$ cat src/rtl/time_lock_seq.sv
// Multi-stage time-lock sequencer: timed stages, each passed by a confirm inside the late-stage window.
// Optional macro TIME_LOCK_RETRY_EN lets a failed stage restart up to MAX_RETRIES times per sequence.
module time_lock_seq #(
    parameter int unsigned NUM_STAGES  = 3,
    parameter int unsigned DWELL       = 6,
    parameter int unsigned WINDOW      = 2,
    parameter int unsigned MAX_RETRIES = 2
) (
    input  logic                               clk,
    input  logic                               reset,
    input  logic                               start,
    input  logic                               abort,
    input  logic                               confirm,
    output logic [$clog2(NUM_STAGES+1)-1:0]    stage_code,
    output logic                               window_open,
    output logic [$clog2(MAX_RETRIES+1)-1:0]   retry_cnt,
    output logic                               lock_done,
    output logic                               lock_fail
);

    localparam int unsigned SW = $clog2(NUM_STAGES + 1);
    localparam int unsigned RW = $clog2(MAX_RETRIES + 1);
    localparam int unsigned TW = $clog2(DWELL);

    localparam logic [TW-1:0] T_LAST  = TW'(DWELL - 1);
    localparam logic [TW-1:0] T_WIN   = TW'(DWELL - WINDOW);
    localparam logic [SW-1:0] S_LAST  = SW'(NUM_STAGES);
`ifdef TIME_LOCK_RETRY_EN
    localparam logic [RW-1:0] R_MAX   = RW'(MAX_RETRIES);
`endif

    typedef enum logic [1:0] {
        S_IDLE,
        S_RUN,
        S_DONE,
        S_FAIL
    } state_t;

    state_t          state_q;
    logic [TW-1:0]   timer_q;
    logic [SW-1:0]   stage_q;
    logic [RW-1:0]   retry_q;
    logic            done_q;
    logic            fail_q;
    logic            win_open;

    assign win_open = (state_q == S_RUN) && (timer_q >= T_WIN);

    always_ff @(posedge clk or posedge reset) begin
        if (reset) begin
            state_q <= S_IDLE;
            timer_q <= '0;
            stage_q <= '0;
            retry_q <= '0;
            done_q  <= 1'b0;
            fail_q  <= 1'b0;
        end else if (abort) begin
            state_q <= S_IDLE;
            timer_q <= '0;
            stage_q <= '0;
            retry_q <= '0;
            done_q  <= 1'b0;
            fail_q  <= 1'b0;
        end else if (start && (state_q != S_RUN)) begin
            state_q <= S_RUN;
            timer_q <= '0;
            stage_q <= SW'(1);
            retry_q <= '0;
            done_q  <= 1'b0;
            fail_q  <= 1'b0;
        end else if (state_q == S_RUN) begin
            if (confirm && win_open) begin
                if (stage_q < S_LAST) begin
                    stage_q <= stage_q + 1'b1;
                    timer_q <= '0;
                end else begin
                    state_q <= S_DONE;
                    done_q  <= 1'b1;
                end
            end else if (confirm || (timer_q == T_LAST)) begin
                // Early press or expired window; timer stays frozen on entry to FAIL.
`ifdef TIME_LOCK_RETRY_EN
                if (retry_q < R_MAX) begin
                    retry_q <= retry_q + 1'b1;
                    timer_q <= '0;
                end else begin
                    state_q <= S_FAIL;
                    fail_q  <= 1'b1;
                end
`else
                state_q <= S_FAIL;
                fail_q  <= 1'b1;
`endif
            end else begin
                timer_q <= timer_q + 1'b1;
            end
        end
    end

    assign stage_code  = stage_q;
    assign window_open = win_open;
    assign retry_cnt   = retry_q;
    assign lock_done   = done_q;
    assign lock_fail   = fail_q;

endmodule

$ cat config.mk
export PLATFORM = sky130hd
export DESIGN_NAME = time_lock_seq
export DESIGN_NICKNAME = d
export VERILOG_FILES = /design/src/rtl/time_lock_seq.sv
export SDC_FILE = /design/constraint.sdc
export NUM_CORES = 1
export LEC_CHECK = 0
export ABC_AREA = 1
export CELL_PAD_IN_SITES_DETAIL_PLACEMENT = 0
export CELL_PAD_IN_SITES_GLOBAL_PLACEMENT = 2
export CORE_MARGIN = 8
export CORE_UTILIZATION = 27
export CTS_CLUSTER_DIAMETER = 120
export DETAILED_ROUTE_END_ITERATION = 10
export PLACE_DENSITY = 0.85
export SLEW_MARGIN = 10
export SYNTH_ARGS = -nofsm -noshare
export SYNTH_HDL_FRONTEND = slang
export SYNTH_SLANG_ARGS = --single-unit
$ cat constraint.sdc
create_clock -name clk -period 1.51 [get_ports clk]
set_input_delay 0.302 -clock clk [delete_from_list [all_inputs] [get_ports clk]]
set_output_delay 0.302 -clock clk [all_outputs]
set_load 0.02 [all_outputs]
==> flow_summary.ini <==
[run_status]
status = finished clean

[clock_network]
clk_pin_slew_worst_paths_ps = 60
cts_setup_buffers = 0
cts_resized = 7
clockBufferDepth = 2
cts_buffers = 3
cts_tree = yes
insertion_delay_ps = 260
hold_buffers = 0
cts_root_buf = clkbuf_4
cts.sinks = 9
ctsHtreeMaxLevel = 1

[worst_hold_path]
hp-class = in2async

[route]
avgViaCountPerCell = 4.25
first_pass_iters = 4
wl_per_cell_um = 10.4
vias = 510
postRouteAntennaNets = 0
drc_errors = 0
wl_mm = 1.25
initialDrtViolationCount = 2

[synth]
synth_warnings = 0
synth.cell_area_um2 = 577
synth-xor-area-share_pct = 1.52
ys_types = 18
ys_ff_latch = 9
yosysTopAreaCell = dfrtp_1
synth_top_area_share_pct = 39.0
synth_area_leaders = dfrtp_1 39%, nand2_1 12%, ha_1 6.5%
muxShareOfSynthArea_pct = 0
synth_top_family_by_area = simple AND/OR/NAND/NOR gates
synth-simple-area-share_pct = 36.4
synth_area_per_cell_um2 = 8.01
yosys.area_share.adder_pct = 6.51
synth-seq-area-share_pct = 39.0
synth_compound_area_share_pct = 7.38
synth_cells = 72

[placed_design]
pre_cts_ws_ps = -32.7
dpl_cell_area_um2 = 757
hpwlAfterDp_mm = 1.06
io_buffers = 9
gp_congestion = 0.827

[die]
core_area_mm2 = 0.00198
rows = 16
dieHeight_um = 62.2
initial_core_util_pct = 29.1
io_pins = 12
die_width_um = 62.2
die_area_mm2 = 0.00387

[sta]
fin_ws_ps = 154
setup_viol = 0
setup_tns_ps = 0
min_period_ps = 1360
hold_viol = 0
rsz0062_at_grt = no
report.final.slew_viol_count = 0
fin_crit_sh_pct = 89.8
max_freq_mhz = 737
worst_clock_skew_ps = 0.270

[global_route]
grt_max_degree = 10
grt_pass1_wl_mm = 2.31
grt_use_total_pct = 7.30
grt_pass1_vias = 551
antenna_found_initial = 0
overflow = 0

[critical_path]
reg2reg_to = state_q[0]
reg2regPathDepth = 7
path_class = reg2out
path_max_fanout = 2
critPathBufInv = 2
worstPathRequired_ps = 1210
crit_path_start_kind = flip-flop
critPathSlowestCell = dfrtp_1
max_stage_delay_ps = 380
path_delay_family = flip-flops
worstPathArrival_ps = 1050
end_kind = output pin
r2r_start = stage_code[0]
r2r_slack_ps = 180
crit_path_cell_trace = inv_1 > nand2_4 > nor2_4 > buf_2

[finish]
fin_area_um2 = 785
areaGrowthSynthToFinish_pct = 36.0
register_area_um2 = 225
n_fill_cell = 207
diodes = 0
multi_input_area_um2 = 318
postLayoutCoreUtil_pct = 39.6
nNetsFinal = 102
drive_gt1_share_pct = 26.9

[power_and_ir_drop]
powerDensity_mw_per_mm2 = 845
p_leak_nw = 0.408
power.total_w = 0.000663
peakVddDrop_mv = 0.377

[job]
max_cap_violations = 0
[where the power goes]
group	switching (W)	internal, W
clock	0.0000878	0.000102
sequential	0.0000209	0.000264
combinational	0.000107	0.0000807
total	0.000216	0.000447
[flip-flops by register name, summed over array words and instances, names as in the netlist]
name / cells
timer_q: 3
stage_code: 2
state_q: 2
lock_done: 1
lock_fail: 1
[layout by cell type, fill, tap and decap left out]
| master | synthesis | final |
|---|---|---|
| nand2_1 | 19 | 18 |
| inv_1 | 9 | 9 |
| dfrtp_1 | 9 | 9 |
| buf_4 | 2 | 9 |
| nand2_2 | 5 | 6 |
| nand3_1 | 6 | 6 |
| nor2_1 | 5 | 5 |
| a21oi_1 | 4 | 4 |
| clkdlybuf4s50_1 | 0 | 4 |
| dlygate4sd2_1 | 0 | 4 |
| ha_1 | 3 | 3 |
| clkbuf_4 | 0 | 3 |
| nor2_4 | 2 | 2 |
| conb_1 | 1 | 2 |
| nand2_4 | 1 | 1 |
| a21oi_4 | 1 | 1 |
| a31oi_1 | 1 | 1 |
| nor2_2 | 1 | 1 |
| nand4_4 | 0 | 1 |
| xnor2_1 | 1 | 1 |
| nand4_1 | 1 | 1 |
| clkbuf_1 | 0 | 1 |
| buf_2 | 0 | 1 |
[worst max path at each step]
stage	startpoint	slack (ps)	to	cells after the start
final	state_q[1]	150	window_open	4
after floorplan	stage_code[0]	190	state_q[0]	7
after CTS	state_q[1]	40	window_open	4
after global placement	state_q[1]	-20	window_open	4
after detailed placement	confirm	-30	timer_q[1]	8
after global routing	state_q[1]	10	timer_q[2]	8
[layout make-up]
class / count / area share (%)
Tap cell: 27 / 4.31
Clock buffer: 4 / 3.35
Multi-Input combinational cell: 53 / 40.5
Timing Repair Buffer: 18 / 18.8
Inverter: 9 / 4.31
Sequential cell: 9 / 28.7
[layer usage]
| metal | vias to the layer above | part of all wire, % | global-route usage (%) |
|---|---|---|---|
| li1 | 269 | - | - |
| met1 | 223 | 46 | 8.60 |
| met2 | 14 | 45 | 11.0 |
| met3 | 4 | 6.7 | 3.23 |
| met4 | 0 | 1.8 | 3.50 |
| met5 | - | 0 | 0 |
[metrics by stage]
step,hold WS (ps),std cells
after floorplan,130,73
after global placement,474,116
after detailed placement,476,116
after CTS,322,120
after global routing,362,120
final,302,120
[logic make-up after synthesis]
kind of cell | count (synthesis)
XOR/XNOR | 1
buffers and inverters | 11
flip-flops | 9
adder cells (fa/ha/maj) | 3
AND/OR/NAND/NOR | 41
other | 1
AO/OA/AOI/OAI | 6
[synthesized netlist by cell type]
master   count
nand4_2      1
nor2_4       2
nand2_4      1
nand2_1     19
nor2_1       5
nand4_1      1
conb_1       1
a21oi_4      1
buf_4        2
ha_1         3
nand2_2      5
nand3_1      6
dfrtp_1      9
a31oi_1      1
a21oi_1      4
xnor2_1      1
nor2_2       1
inv_1        9
No activity file was read; power rests on OpenSTA's default activity.
